[src/rtl/gpr_seq_pkg.sv]
// Shared definitions for the GPR access sequencer: datapath widths and the
// sequencer state encoding.
package gpr_seq_pkg;

  localparam int REG_ADDR_W = 5;
  localparam int DATA_W     = 32;

  // 2'd3 is unused and recovers to ST_IDLE.
  typedef enum logic [1:0] {
    ST_IDLE  = 2'd0,
    ST_WRITE = 2'd1,
    ST_READ  = 2'd2
  } state_t;

endpackage

[src/rtl/gpr_req_latch.sv]
// Request holding register: captures the write/read fields and pending flags
// of an accepted request and presents them to the GPR until the next accept.
module gpr_req_latch
  import gpr_seq_pkg::*;
(
  input  logic                  clk,
  input  logic                  rst_n,
  input  logic                  accept,
  input  logic                  wr_req,
  input  logic [REG_ADDR_W-1:0] wr_addr,
  input  logic [DATA_W-1:0]     wr_data,
  input  logic                  rd_req,
  input  logic [REG_ADDR_W-1:0] rd_a_addr,
  input  logic [REG_ADDR_W-1:0] rd_b_addr,
  input  logic [REG_ADDR_W-1:0] rd_d_addr,
  output logic                  wr_pend,
  output logic                  rd_pend,
  output logic [REG_ADDR_W-1:0] wr_addr_q,
  output logic [DATA_W-1:0]     wr_data_q,
  output logic [REG_ADDR_W-1:0] rd_a_addr_q,
  output logic [REG_ADDR_W-1:0] rd_b_addr_q,
  output logic [REG_ADDR_W-1:0] rd_d_addr_q
);

  // NOTE: sequential state uses non-blocking assignments so every register
  // samples pre-edge values regardless of block evaluation order.
  always_ff @(posedge clk or negedge rst_n) begin
    if (!rst_n) begin
      wr_pend     <= 1'b0;
      rd_pend     <= 1'b0;
      wr_addr_q   <= '0;
      wr_data_q   <= '0;
      rd_a_addr_q <= '0;
      rd_b_addr_q <= '0;
      rd_d_addr_q <= '0;
    end else if (accept) begin
      wr_pend <= wr_req;
      rd_pend <= rd_req;
      // Only the half of the request that is asserted is refreshed, so the
      // GPR address/data lines keep their last meaningful values.
      if (wr_req) begin
        wr_addr_q <= wr_addr;
        wr_data_q <= wr_data;
      end
      if (rd_req) begin
        rd_a_addr_q <= rd_a_addr;
        rd_b_addr_q <= rd_b_addr;
        rd_d_addr_q <= rd_d_addr;
      end
    end
  end

endmodule

[src/rtl/gpr_access_seq.sv]
// GPR access sequencer: runs the write cycle before the read cycle of each
// accepted request and holds the captured read operands for the pipeline.
module gpr_access_seq
  import gpr_seq_pkg::*;
(
  input  logic                  clk,
  input  logic                  rst_n,
  output logic                  req_ready,
  input  logic                  wr_req,
  input  logic [REG_ADDR_W-1:0] wr_addr,
  input  logic [DATA_W-1:0]     wr_data,
  input  logic                  rd_req,
  input  logic [REG_ADDR_W-1:0] rd_a_addr,
  input  logic [REG_ADDR_W-1:0] rd_b_addr,
  input  logic [REG_ADDR_W-1:0] rd_d_addr,
  output logic                  wr_done,
  output logic                  rd_valid,
  output logic [DATA_W-1:0]     a_q,
  output logic [DATA_W-1:0]     b_q,
  output logic [DATA_W-1:0]     d_q,
  output logic                  aeqz_q,
  output logic                  gpr_we,
  output logic [DATA_W-1:0]     gpr_c,
  output logic [REG_ADDR_W-1:0] gpr_a_addr,
  output logic [REG_ADDR_W-1:0] gpr_b_addr,
  output logic [REG_ADDR_W-1:0] gpr_c_addr,
  output logic [REG_ADDR_W-1:0] gpr_d_addr,
  input  logic [DATA_W-1:0]     gpr_a,
  input  logic [DATA_W-1:0]     gpr_b,
  input  logic [DATA_W-1:0]     gpr_d,
  input  logic                  gpr_aeqz
);

  state_t state;
  logic   accept;
  logic   wr_pend;
  logic   rd_pend;

  assign accept    = (state == ST_IDLE) && (wr_req || rd_req);
  // Pure state decodes: an async reset drops the write enable immediately.
  assign req_ready = (state == ST_IDLE);
  assign gpr_we    = (state == ST_WRITE);

  gpr_req_latch u_req_latch (
    .clk         (clk),
    .rst_n       (rst_n),
    .accept      (accept),
    .wr_req      (wr_req),
    .wr_addr     (wr_addr),
    .wr_data     (wr_data),
    .rd_req      (rd_req),
    .rd_a_addr   (rd_a_addr),
    .rd_b_addr   (rd_b_addr),
    .rd_d_addr   (rd_d_addr),
    .wr_pend     (wr_pend),
    .rd_pend     (rd_pend),
    .wr_addr_q   (gpr_c_addr),
    .wr_data_q   (gpr_c),
    .rd_a_addr_q (gpr_a_addr),
    .rd_b_addr_q (gpr_b_addr),
    .rd_d_addr_q (gpr_d_addr)
  );

  always_ff @(posedge clk or negedge rst_n) begin
    if (!rst_n) begin
      state    <= ST_IDLE;
      wr_done  <= 1'b0;
      rd_valid <= 1'b0;
      a_q      <= '0;
      b_q      <= '0;
      d_q      <= '0;
      aeqz_q   <= 1'b0;
    end else begin
      wr_done  <= 1'b0;
      rd_valid <= 1'b0;
      case (state)
        ST_IDLE: begin
          if (wr_req)      state <= ST_WRITE;
          else if (rd_req) state <= ST_READ;
        end
        ST_WRITE: begin
          wr_done <= wr_pend;
          state   <= rd_pend ? ST_READ : ST_IDLE;
        end
        ST_READ: begin
          rd_valid <= 1'b1;
          a_q      <= gpr_a;
          b_q      <= gpr_b;
          d_q      <= gpr_d;
          aeqz_q   <= gpr_aeqz;
          state    <= ST_IDLE;
        end
        default: state <= ST_IDLE;
      endcase
    end
  end

endmodule

[config.mk]
export PLATFORM = sky130hd
export DESIGN_NAME = gpr_access_seq
export DESIGN_NICKNAME = d
export VERILOG_FILES = /design/src/rtl/gpr_seq_pkg.sv /design/src/rtl/gpr_req_latch.sv /design/src/rtl/gpr_access_seq.sv
export SDC_FILE = /design/constraint.sdc
export NUM_CORES = 1
export LEC_CHECK = 0
export ABC_AREA = 1
export ABC_CLOCK_PERIOD_IN_PS = 3100
export CORE_UTILIZATION = 43
export CTS_CLUSTER_DIAMETER = 40
export DETAILED_ROUTE_END_ITERATION = 7
export PLACE_DENSITY_LB_ADDON = 0.25
export SLEW_MARGIN = 20
export SYNTH_ARGS = -nofsm -noshare
export SYNTH_HDL_FRONTEND = slang
export SYNTH_HIERARCHICAL = 1
export SYNTH_SLANG_ARGS = --single-unit
export TNS_END_PERCENT = 30
[constraint.sdc]
create_clock -name clk -period 3.1 [get_ports clk]
set_clock_uncertainty 0.2 [all_clocks]
set_input_delay 0.465 -clock clk [delete_from_list [all_inputs] [get_ports clk]]
set_output_delay 0.465 -clock clk [all_outputs]
set_load 0.05 [all_outputs]
* Yosys cells after proc, flatten, opt, wreduce, memory -nomap -nowiden *
Index checks and enable logic that the tools add are counted.

storage, ports and cells
  word-level logic and storage cells = 28
  flip-flop bits (word level) = 155

cells by class
  multiplexer cells = 6
  reductions and logical operators = 5
  equality and inequality tests = 3

operators with widths
  kind                number
  $mux 2              3
  $pmux 2 s2          1
  $reduce_and 2->1    2
  $ne 3x1->1 const B  1
  $eq 2x1->1 const B  1
  $eq 2x2->1 const B  1
  $logic_not 2->1     1
  $mux 1              2
  $logic_and 1x1->1   1
  $logic_or 1x1->1    1

* Longest topological paths before layout *
Gate-level depths: netlist of the first run.

  word-level depth = 3
  gate-level depth with buffers = 8
  depth with buffers taken out = 6

* Modules after synthesis *
Netlist of the first run, hierarchy kept.

by module, submodules not included
  module          times used  area an instance (um^2)  sequential area each (um^2)  cells each
  gpr_access_seq  1           3796.1                   2527.4                       427
  gpr_req_latch   1           2167.1                   1351.3                       233

* Worst setup path after synthesis of the first run *
No wires, ideal clock.

  kind = reg2reg
  from = reg state[1]
  to = reg u_req_latch.rd_a_addr_q[0]
  setup slack = 0.918 ns
  setup time = 0.119 ns
  period minus slack after synthesis = 2.182 ns
  cell stages (with the launch flop) = 9
  path buffers = 2
  arrival = 1.863 ns
  path through = dfrtp_1 -> nor2_1 -> inv_1 -> nor2_1 -> buf_4 -> nand2_4 -> buf_6 -> nand2_1 -> nand2_1

between the ends
  cells in the longest elaborated chain, start to end = 3

RTL lines
  what                        RTL line              RTL
  start, declared             gpr_access_seq.sv:34  state_t state;
  start signal, assigned      gpr_access_seq.sv:83  state <= rd_pend ? ST_READ : ST_IDLE;
  $logic_not 2->1             n/a
  via req_ready               gpr_access_seq.sv:8   output logic req_ready,
  $logic_and 1x1->1           gpr_access_seq.sv:39  assign accept = (state == ST_IDLE) && (wr_req || rd_req);
  via accept                  gpr_access_seq.sv:35  logic accept;
  $reduce_and 2->1 (no line)  n/a
  end signal, assigned        gpr_req_latch.sv:46   rd_a_addr_q <= rd_a_addr;
  end, declared               gpr_req_latch.sv:20   output logic [REG_ADDR_W-1:0] rd_a_addr_q,

The timed path passes the listed nets, and every way through them passes these cells.
A chain may end at the register's enable or synchronous reset.

* Worst setup path after layout of the first run *
  from = reg state[1]
  to = out req_ready

between the ends
  cells in the longest elaborated chain, start to end = 1

RTL lines
  what             RTL line              RTL
  $logic_not 2->1  gpr_access_seq.sv:41  assign req_ready = (state == ST_IDLE);
  end, declared    gpr_access_seq.sv:8

No other way between the ends.

==> results of run 1 <==
-- routing by layer --
| layer | up-vias | global-route usage |
|---|---|---|
| met5 | - | 0 |
| met4 | 0 | 0.117 |
| met3 | 33 | 0.0913 |
| met2 | 242 | 0.405 |
| met1 | 2452 | 0.289 |
| li1 | 2629 | - |
-- sequential cells by signal, summed over array words and instances, names as in the netlist --
signal	flops
rd_valid	1
wr_done	1
b_q	32
u_req_latch/rd_d_addr_q	5
u_req_latch/wr_pend	1
u_req_latch/wr_data_q	32
aeqz_q	1
u_req_latch/wr_addr_q	5
a_q	32
u_req_latch/rd_pend	1
u_req_latch/rd_b_addr_q	5
d_q	32
u_req_latch/rd_a_addr_q	5
state	2
-- worst register-to-register path, delay by kind of cell, from the launching register on --
kind | cells | cell delay (ps)
simple gates | 5 | 770
buf+inv | 2 | 610
flops | 1 | 450
-- cell usage in the layout (no fill, tap or decap), types with 2 or more instances in the layout --
cell type        count
nand2_4              2
buf_4                5
clkbuf_1             3
clkbuf_16           17
nand2_1            398
clkbuf_8             3
clkdlybuf4s50_1    304
nor2_1               4
dfrtp_1            155
nand3_1             53
clkinv_2             4
nor2_4               2
o21ai_0              2
buf_12               4
bufinv_16            4
inv_1                5
-- worst paths after layout --
check                                             end  slack [ps]
setup / recovery                            req_ready         430
hold / removal              u_req_latch/wr_data_q[15]         270
setup reg to reg           u_req_latch/rd_a_addr_q[4]         960
hold reg to reg             u_req_latch/wr_data_q[15]         270
max in group asynchronous    u_req_latch/wr_addr_q[0]        1490
min in group asynchronous    u_req_latch/wr_addr_q[2]         450
-- power groups by stage --
stage               clock network (mW)  logic [mW]  registers (mW)
CTS                               2.21        6.34            3.35
floorplan                            0        1.02            6.33
detailed placement                   0        6.32            3.35
global route                      2.31        6.60            3.44
finish                            2.17        6.30            3.35
global placement                     0        6.25            3.34
-- layout make-up --
class	instances	area share
clock buffer	23	0.0490
timing repair buffer	315	0.326
clock inverter	8	0.0144
inverter	6	0.00231
multi-input combinational	462	0.188
sequential	155	0.397
tap	176	0.0226
antenna	1	0.000256
-- logic make-up (layout without fill, tap and decap cells) --
family                 Yosys count  count (layout)  synth area share
AOI/OAI and AO/OA                2               2           0.00168
other                            0               1                 0
DFF                            155             155             0.650
and+or+nand+nor                460             460             0.303
buffers and inverters           43             352            0.0451
-- through the flow --
| stage | hold slack [ps] | util | cells | total power, mW | area (um2) |
|---|---|---|---|---|---|
| after floorplan | -30.6 | - | 660 | 7.35 | 5960 |
| after CTS | 274 | 0.728 | 1145 | 11.9 | 9760 |
| final | 275 | 0.728 | 1146 | 11.8 | 9760 |
| after detailed placement | 258 | 0.681 | 1113 | 9.67 | 9130 |
| after global routing | 294 | 0.728 | 1146 | 12.4 | 9760 |
| after global placement | 254 | 0.681 | 1113 | 9.59 | 9130 |
==> results.rst, run 1 <==
.. list-table::
   :header-rows: 1

   * - Metric
     - Value
   * - Final hold violations
     - 0
   * - Sequential Area
     - ~0.0039 mm2
   * - Crit. path cell count
     - 2
   * - Synth unique cells
     - 15
   * - Hold crit path type
     - reg -> reg
   * - Clock slew seen by the registers of the worst setup and hold paths
     - roughly 60 ps
   * - Net Sw Frac
     - 0.469
   * - Effective utilization at floorplan
     - 0.445
   * - Maximum achievable frequency
     - 375 MHz
   * - Dominant register cell in the synthesized netlist
     - dfrtp_1
   * - Number of storage elements in the synthesis netlist
     - 155
   * - Number of remaining DRC errors
     - 0
   * - CTS buffer count
     - 17
   * - Post-synthesis instance total
     - 660
   * - Critical path buffers and inverters
     - 1
   * - Wire length per cell
     - 15.1 um
   * - Proportion of power drawn by flip-flops and latches
     - 0.284
   * - Floorplan core area
     - between 0.01 and 0.015 mm2
   * - Power per standard cell area
     - around 1200 mW/mm2
   * - Area occupied by multi-input gates
     - around 0.0018 mm2
   * - Number of iterations in the first detailed-routing pass
     - 5
   * - Setup Viol. Count Final
     - 0
   * - Root Buffer Master
     - clkbuf_16
   * - Share of final-layout standard cells stronger than drive strength 1
     - 0.0444
   * - Internal
     - 6.27 mW
   * - Uppermost layer routed
     - met4
   * - CP top delay family
     - buffers and inverters
   * - Commonest cells in the netlist
     - nand2_1 (399), dfrtp_1 (155), nand3_1 (53)
   * - Clock network power share
     - 0.183
   * - Mean cell area of the mapped netlist
     - 9.04 um2
   * - Clock insertion delay at the later pin of the skew report
     - 420 ps
   * - Setup TNS
     - 0 ps
   * - Count of fill cells added during filler insertion
     - 983
   * - Final number of max-transition violations
     - 0
   * - LEAKAGE
     - 4.80 nW
   * - R2R Path Start
     - state[1]
   * - Launch point of the critical path
     - state[1]
   * - Final setup margin
     - 434 ps
   * - H-tree depth
     - 4
   * - Type of element launching the critical path
     - flop
   * - Antenna-violating nets left
     - 0
   * - YS warnings
     - 6
   * - Cell with the most instances after synthesis
     - nand2_1
   * - Synthesized cell area
     - 0.00596 mm2
   * - RSZ-0062 raised after global routing
     - no
   * - Area enclosed by the die boundary
     - ~0.014 mm2
   * - Synth-to-layout area growth
     - 63.7%
   * - Last weighted congestion value of the routability-driven placer
     - 0.770
   * - Maximum buffer depth of the clock tree
     - 2
   * - Share of flip-flops with an asynchronous set or reset after synthesis
     - 1.00
   * - Congestion Overflow GR
     - 0
   * - Sequential share of the synthesized area
     - 0.650
   * - CP max FO
     - 4
   * - Pin slew with the least headroom to its limit
     - 703 ps
   * - Final cycle utilization of the critical path
     - 0.860
   * - Critical Path AT
     - 2000 ps
   * - Number of enable flip-flop cells after synthesis
     - 0
   * - Post-cts gate resize count
     - 0
   * - Routed length on met2
     - 8290 um
   * - Cell breakdown of the critical path
     - nor2_1 > clkdlybuf4s50_1
   * - Cell row count
     - 42
   * - Routed met1 length
     - 6990 um
   * - Net load switching power
     - about 5.5 mW
   * - Initial detailed-routing violation count
     - approximately 370
   * - Global-route wire length before repair
     - 26900 um
   * - Vias in the first global route
     - 5206
   * - Logic pwr share
     - 0.533
   * - Clock tree from TritonCTS
     - yes
   * - Worst Setup Slack post-DPL
     - 759 ps
   * - Via count
     - 5356
   * - Max-capacitance violation count
     - 0
   * - Crit. End Element
     - output port
   * - Largest net degree at the start of global routing
     - 99
   * - Largest voltage drop on the vdd net
     - 0.548 mV
   * - Crit path time final
     - 2670 ps
   * - Height of the die
     - 120 um
   * - Net count after synthesis
     - about 800
   * - Met3 wirelength from detailed routing
     - 1550 um
   * - Clock Sink Count
     - around 160
   * - Required time at the endpoint of the critical path
     - 2430 ps
   * - Area share of the leading cell type in the synthesized netlist
     - 0.650
   * - Hold path startpoint
     - u_req_latch/wr_data_q[15]
   * - Die X-Extent
     - 120 um
   * - Routed wire length
     - 17300 um
   * - Via-per-instance ratio
     - 4.67
   * - Number of hold buffers added after cts
     - 1
   * - Min-Delay Path Depth
     - 2
   * - Rel. slew slack
     - 0.531
   * - Post-synthesis cell type with the largest combined area
     - dfrtp_1
   * - Maximum single-stage delay on the critical path
     - about 870 ps
   * - Post-layout net count
     - 1110
   * - Depth of the worst register-to-register path
     - 7
   * - Port-buffer cells
     - 305
   * - Post-CTS repair timing setup buffer count
     - 0
   * - Top cells by area, synth
     - dfrtp_1 (65%), nand2_1 (25%), nand3_1 (4.4%)
   * - I/O pins
     - approximately 310
   * - Detailed-placement wirelength estimate
     - 11800 um
   * - Antenna violations before repair
     - 1
   * - Critical path type
     - reg -> out
   * - Global-route usage over all layers
     - 0.248
   * - Outcome
     - finished, final reports clean
   * - Cell with the biggest individual delay on the critical path
     - clkdlybuf4s50_1
Power figures use the tool's default switching activity.
==> run 2: changes to the inputs <==
CORE_ASPECT_RATIO = 2   (was default)
==> run 2 against run 1 <==
Effect of this change: wire length down 4.3%; die area up 0.20%; non-clock buffer count unchanged; final cell count down 1.8%; largest power group unchanged.
==> results.rst, run 2 (synthesis gave the netlist of run 1 again) <==
.. list-table::
   :header-rows: 1

   * - Metric
     - Value
   * - LEAKAGE
     - 4.76 nW (-0.82%)
   * - Clock Sink Count
     - 155 (unchanged)
   * - Floorplan core area
     - 0.0135 mm2 (+0.84%)
   * - Setup Viol. Count Final
     - 0 (unchanged)
   * - CTS buffer count
     - 17 (unchanged)
   * - Wire length per cell
     - 14.8 um (-2.5%)
   * - Root Buffer Master
     - clkbuf_16
   * - Number of iterations in the first detailed-routing pass
     - 5 (unchanged)
   * - Maximum buffer depth of the clock tree
     - 2 (unchanged)
   * - CP max FO
     - 4 (unchanged)
   * - Port-buffer cells
     - 305 (unchanged)
   * - Most frequent cells in the layout
     - nand2_1 (398), clkdlybuf4s50_1 (304), dfrtp_1 (155)
   * - Share of final-layout standard cells stronger than drive strength 1
     - 0.0485 (+0.00408)
   * - Die X-Extent
     - 85.3 um (-29%)
   * - Rel. slew slack
     - 0.310 (-0.221)
   * - Power, Total
     - 11.5 mW (-2.4%)
   * - Number of remaining DRC errors
     - 0 (unchanged)
   * - Initial detailed-routing violation count
     - 252 (-32%)
   * - Net load switching power
     - 5.63 mW (+1.4%)
   * - Global-route wire length before repair
     - 26500 um (-1.5%)
   * - Largest voltage drop on the vdd net
     - 0.688 mV (+26%)
   * - Final hold violations
     - 0 (unchanged)
   * - Area enclosed by the die boundary
     - 0.0144 mm2 (+0.20%)
   * - Largest net degree at the start of global routing
     - 98 (-1.0%)
   * - Congestion Overflow GR
     - 0 (unchanged)
   * - Global-route usage over all layers
     - 0.238 (-0.00953)
   * - Type of element launching the critical path
     - flop
   * - RSZ-0062 raised after global routing
     - no
   * - Clock slew seen by the registers of the worst setup and hold paths
     - 70 ps (about the same)
   * - Outcome
     - finished, final reports clean
   * - Critical path type
     - reg -> out
   * - Maximum achievable frequency
     - 389 MHz (+3.7%)
   * - Hold crit path type
     - reg -> reg
   * - H-tree depth
     - 4 (unchanged)
   * - Antenna-violating nets left
     - 0 (unchanged)
   * - Critical Path AT
     - 1910 ps (-90 ps)
   * - Setup TNS
     - 0 ps (unchanged)
   * - Clock insertion delay at the later pin of the skew report
     - 410 ps (about the same)
   * - Final cycle utilization of the critical path
     - 0.829 (-0.0306)
   * - Required time at the endpoint of the critical path
     - 2430 ps (about the same)
   * - Via-per-instance ratio
     - 4.77 (+2.1%)
   * - Net Sw Frac
     - 0.488 (+0.0181)
   * - Final number of max-transition violations
     - 0 (unchanged)
   * - Crit. End Element
     - output port
   * - Fin util
     - 0.714 (-0.0148)
   * - Proportion of power drawn by flip-flops and latches
     - 0.290 (+0.006)
   * - Via count
     - 5370 (+0.26%)
   * - Non-Filler Instances
     - 1125 (-1.8%)
   * - Number of instances in the placed design
     - 1092 (-1.9%)
   * - I/O pins
     - 306 (unchanged)
   * - Max-capacitance violation count
     - 0 (unchanged)
   * - Crit path time final
     - 2570 ps (-94.9 ps)
   * - Routed wire length
     - 16600 um (-4.3%)
   * - Clock network power share
     - 0.169 (-0.014)
   * - Last weighted congestion value of the routability-driven placer
     - 0.833 (+8.1%)
   * - Detailed-placement wirelength estimate
     - 11800 um (about the same)
   * - Internal
     - 5.91 mW (-5.7%)
   * - Height of the die
     - 169 um (+41%)
   * - Synth-to-layout area growth
     - 61.7%
   * - Antenna cells
     - 0 (-1)
   * - Pin slew with the least headroom to its limit
     - 1030 ps (+332 ps)
   * - Antenna violations before repair
     - 0 (-1)
   * - Vias in the first global route
     - 5280 (+1.4%)
   * - Clock tree from TritonCTS
     - yes
   * - Effective utilization at floorplan
     - 0.441 (-0.00371)
   * - Logic pwr share
     - 0.541 (+0.008)
   * - Hold slack
     - 272 ps (-2.17 ps)
   * - Most common cell after layout, fill and taps aside
     - nand2_1
   * - Post-cts gate resize count
     - 0 (unchanged)
   * - Cell row count
     - 60 (+43%)
   * - Power per standard cell area
     - 1200 mW/mm2 (-1.2%)
   * - Post-layout net count
     - 1110 (unchanged)
==> run 2: cell count changes in the layout (fill, tap and decap cells not counted), moves of 2 or more <==
cell       delta
buf_4         +2
bufinv_16     -4
inv_6         +6
clkbuf_8      -3
buf_12        -2
clkbuf_1      -3
inv_8         +4
==> run 2: per-stage QoR <==
step                      area [um2]  worst slack [ps]
after CTS                       9640               501
after global placement          9080               930
after detailed placement        9080               886
final                           9640               529
after floorplan                 5960               918
after global routing            9640               442
==> run 2: layout make-up <==
| class | instances | area (um2) |
|---|---|---|
| sequential | 155 | 3880 |
| inverter | 6 | 22.5 |
| clock buffer | 17 | 425 |
| clock inverter | 15 | 129 |
| fill | 1007 | 3870 |
| timing repair buffer | 315 | 3160 |
| tap | 155 | 194 |
| multi-input combinational | 462 | 1840 |
==> run 2: worst max-delay path, stage by stage, from the launching register on <==
cell,delay (ps)
dfrtp_1,420
inv_1,110
nor2_1,130
clkdlybuf4s50_1,840
==> run 2: path summary, 6_finish.rpt <==
check,from,to,slack [ps],depth (start not counted)
setup reg to reg,state[1],u_req_latch/rd_d_addr_q[1],1200,7
hold / removal,u_req_latch/wr_data_q[10],u_req_latch/wr_data_q[10],270,2
min in group asynchronous,rst_n,b_q[16],440,2
setup / recovery,state[0],gpr_we,530,3
max in group asynchronous,rst_n,d_q[16],1530,3
hold reg to reg,u_req_latch/wr_data_q[10],u_req_latch/wr_data_q[10],270,2
==> run 2: layer usage <==
layer,vias up,share of wire,track usage
met4,0,0.028,0.105
met2,237,0.51,0.408
li1,2622,-,-
met1,2480,0.38,0.270
met3,31,0.084,0.0761
met5,-,0,0
==> run 2: power groups by stage <==
stage	combinational, mW	sequential [mW]	clock (mW)
finish	6.25	3.34	1.95
CTS	6.29	3.34	2.00
global route	6.57	3.44	2.09
floorplan	1.02	6.33	0
global placement	6.23	3.34	0
detailed placement	6.28	3.36	0
==> run 2: what timing repair did <==
action / in CTS / in global routing
endpoints found under the hold margin: 66 / 0
setup buffers: 0 / 0
hold buffers: 1 / 0
==> run 3: changes to the inputs <==
ABC_CLOCK_PERIOD_IN_PS = 2200   (was 3100)
CORE_UTILIZATION = 36   (was 43)
clock period = 2.2 ns   (was 3.1 ns; I/O delays follow)
==> run 3 against run 2 <==
Effect of this change: non-clock buffer count increased by 7; worst hold slack got worse by 41 ps; global-route usage decreased by 2.8 points; critical path depth decreased by 2; sequential power increased by 42%.
==> results.rst, run 3 (synthesis gave the netlist of run 1 again) <==
.. list-table::
   :header-rows: 1

   * - Metric
     - Value
   * - Outcome
     - finished, final reports clean
   * - RR Endpoint
     - u_req_latch/wr_addr_q[1]
   * - Number of instances in the placed design
     - 1148 (+5.1%)
   * - Setup TNS
     - 0 ps (unchanged)
   * - Critical path buffers and inverters
     - 1 (-1)
   * - Crit. path cell count
     - 1 (-2)
   * - CTS buffer count
     - 17 (unchanged)
   * - Rel. slew slack
     - 0.626 (+0.316)
   * - Post-CTS repair timing setup buffer count
     - 0 (unchanged)
   * - Vias in the first global route
     - 5406 (+2.4%)
   * - Sequential Area
     - 0.00388 mm2 (unchanged)
   * - Final cycle utilization of the critical path
     - 0.979
   * - Most frequent cells in the layout
     - nand2_1 (398), clkdlybuf4s50_1 (299), dfrtp_1 (155)
   * - Root Buffer Master
     - clkbuf_16
   * - Count of fill cells added during filler insertion
     - 1366 (+36%)
   * - Floorplan core area
     - 0.0163 mm2 (+20%)
   * - Cell with the biggest individual delay on the critical path
     - clkdlybuf4s50_1
   * - Power per standard cell area
     - 1700 mW/mm2 (+42%)
   * - Clock Sink Count
     - 155 (unchanged)
   * - Required time at the endpoint of the critical path
     - 1670 ps (-760 ps)
   * - Port-buffer cells
     - 305 (unchanged)
   * - Congestion Overflow GR
     - 0 (unchanged)
   * - Hold crit path type
     - in -> async
   * - Initial detailed-routing violation count
     - 195 (-23%)
   * - Wire length per cell
     - 14.9 um (+0.92%)
   * - Crit. End Element
     - output port
   * - Cell breakdown of the critical path
     - clkdlybuf4s50_1
   * - Maximum single-stage delay on the critical path
     - 840 ps (about the same)
   * - Final hold violations
     - 0 (unchanged)
   * - CP top delay family
     - buffers and inverters
   * - Global-route usage over all layers
     - 0.210 (-0.0282)
   * - Clock tree from TritonCTS
     - yes
   * - Crit path time final
     - 2150 ps
   * - Max-capacitance violation count
     - 0 (unchanged)
   * - Effective utilization at floorplan
     - 0.367 (-0.0747)
   * - Reg2Reg Setup Slack
     - 440 ps (-760 ps)
   * - Antenna violations before repair
     - 1 (+1)
   * - Cell row count
     - 66 (+10%)
   * - Setup Viol. Count Final
     - 0 (unchanged)
   * - Detailed-placement wirelength estimate
     - 12600 um (+7.1%)
   * - Most common cell after layout, fill and taps aside
     - nand2_1
   * - Non-Filler Instances
     - 1179 (+4.8%)
   * - Last weighted congestion value of the routability-driven placer
     - 0.773 (-7.2%)
   * - Area occupied by multi-input gates
     - 0.00184 mm2 (unchanged)
   * - Clock slew seen by the registers of the worst setup and hold paths
     - 60 ps (about the same)
   * - Largest net degree at the start of global routing
     - 98 (unchanged)
   * - RSZ-0062 raised after global routing
     - no
   * - Height of the die
     - 184 um (+9.2%)
   * - Share of final-layout standard cells stronger than drive strength 1
     - 0.0534 (+0.00493)
   * - Maximum buffer depth of the clock tree
     - 2 (unchanged)
   * - Via count
     - 5382 (+0.22%)
   * - Type of element launching the critical path
     - flop
   * - I/O pins
     - 306 (unchanged)
   * - Clock insertion delay at the later pin of the skew report
     - 410 ps (about the same)
   * - Largest voltage drop on the vdd net
     - 0.842 mV (+22%)
   * - Capturing element of the worst setup path
     - a_q[29]
   * - R2R Path Start
     - state[1]
   * - Depth of the worst register-to-register path
     - 7 (unchanged)
   * - Final number of max-transition violations
     - 0 (unchanged)
   * - Via-per-instance ratio
     - 4.56 (-4.4%)
   * - H-tree depth
     - 4 (unchanged)
   * - Maximum achievable frequency
     - 464 MHz
   * - Synth-to-layout area growth
     - 66.0%
   * - Global-route wire length before repair
     - 27300 um (+2.8%)
   * - Critical path type
     - reg -> out
   * - Number of iterations in the first detailed-routing pass
     - 5 (unchanged)
   * - Launch point of the critical path
     - a_q[29]
   * - Routed wire length
     - 17600 um (+5.8%)
   * - Area enclosed by the die boundary
     - 0.0171 mm2 (+19%)
   * - Antenna-violating nets left
     - 0 (unchanged)
   * - Post-layout net count
     - 1117 (+0.63%)
   * - Die X-Extent
     - 93.0 um (+9.1%)
   * - LEAKAGE
     - 4.88 nW (+2.4%)
   * - CP max FO
     - 2 (-2)
   * - Number of remaining DRC errors
     - 0 (unchanged)
   * - Pin slew with the least headroom to its limit
     - 559 ps (-475 ps)
   * - Critical Path AT
     - 1620 ps (-290 ps)
==> run 3: changes by cell type in the layout (fill, tap and decap cells not counted) <==
cell,previous run,this run
inv_8,4,0
clkdlybuf4s50_1,304,299
buf_4,7,14
clkbuf_1,0,2
diode_2,0,1
clkinv_2,3,0
buf_12,2,5
bufinv_16,0,6
inv_6,6,0
clkinv_4,1,0
clkbuf_8,0,3
dlymetal6s2s_1,0,2
==> run 3: power breakdown <==
part	internal [mW]	total, mW	switching (mW)	leakage (nW)
Sequential	4.06	4.73	0.662	1.92
Combinational	2.82	8.85	6.03	2.64
Clock	2.20	3.29	1.08	0.318
==> run 3: final cells by class <==
class	count	share of cell area
flip-flops and latches	155	0.392
repair buffers	322	0.328
multi-input cells	462	0.185
clock buffers	22	0.0479
well taps	204	0.0258
clock inverters	7	0.0190
inverters	6	0.00227
diodes	1	0.000253
==> run 3: stage by stage <==
| stage | setup slack [ps] | power (mW) | instance area, um2 | utilization | hold WS (ps) |
|---|---|---|---|---|---|
| after floorplan | 18.1 | 10.4 | 5960 | - | -166 |
| after global placement | 206 | 13.6 | 9220 | 0.567 | 110 |
| after detailed placement | 182 | 13.7 | 9220 | 0.567 | 116 |
| after CTS | 25.6 | 17.0 | 9890 | 0.608 | 230 |
| after global routing | 1.20 | 17.7 | 9900 | 0.609 | 237 |
| final | 45.3 | 16.9 | 9900 | 0.609 | 231 |
==> run 3: metal layers <==
layer,wire [um],global-route usage,vias up
met3,1330,0.0624,32
met1,6540,0.222,2476
met5,0,0,-
met4,505,0.0954,0
li1,-,-,2631
met2,9190,0.377,243
==> run 3: worst min-delay path by stage <==
stage,from,endpoint,cells after the start
6_report,rst_n,a_q[23],2
3_3_place_gp,rst_n,a_q[23],1
3_5_place_dp,rst_n,a_q[23],1
4_1_cts,gpr_d[19],d_q[19],3
5_1_grt,gpr_d[20],d_q[20],3
2_1_floorplan,rst_n,a_q[0],0
==> run 3: repair_timing <==
action	4_1_cts	5_1_grt
endpoints found under the hold margin	44	0
gates resized for setup	0	2
hold buffers	1	0
setup endpoints to repair	0	2
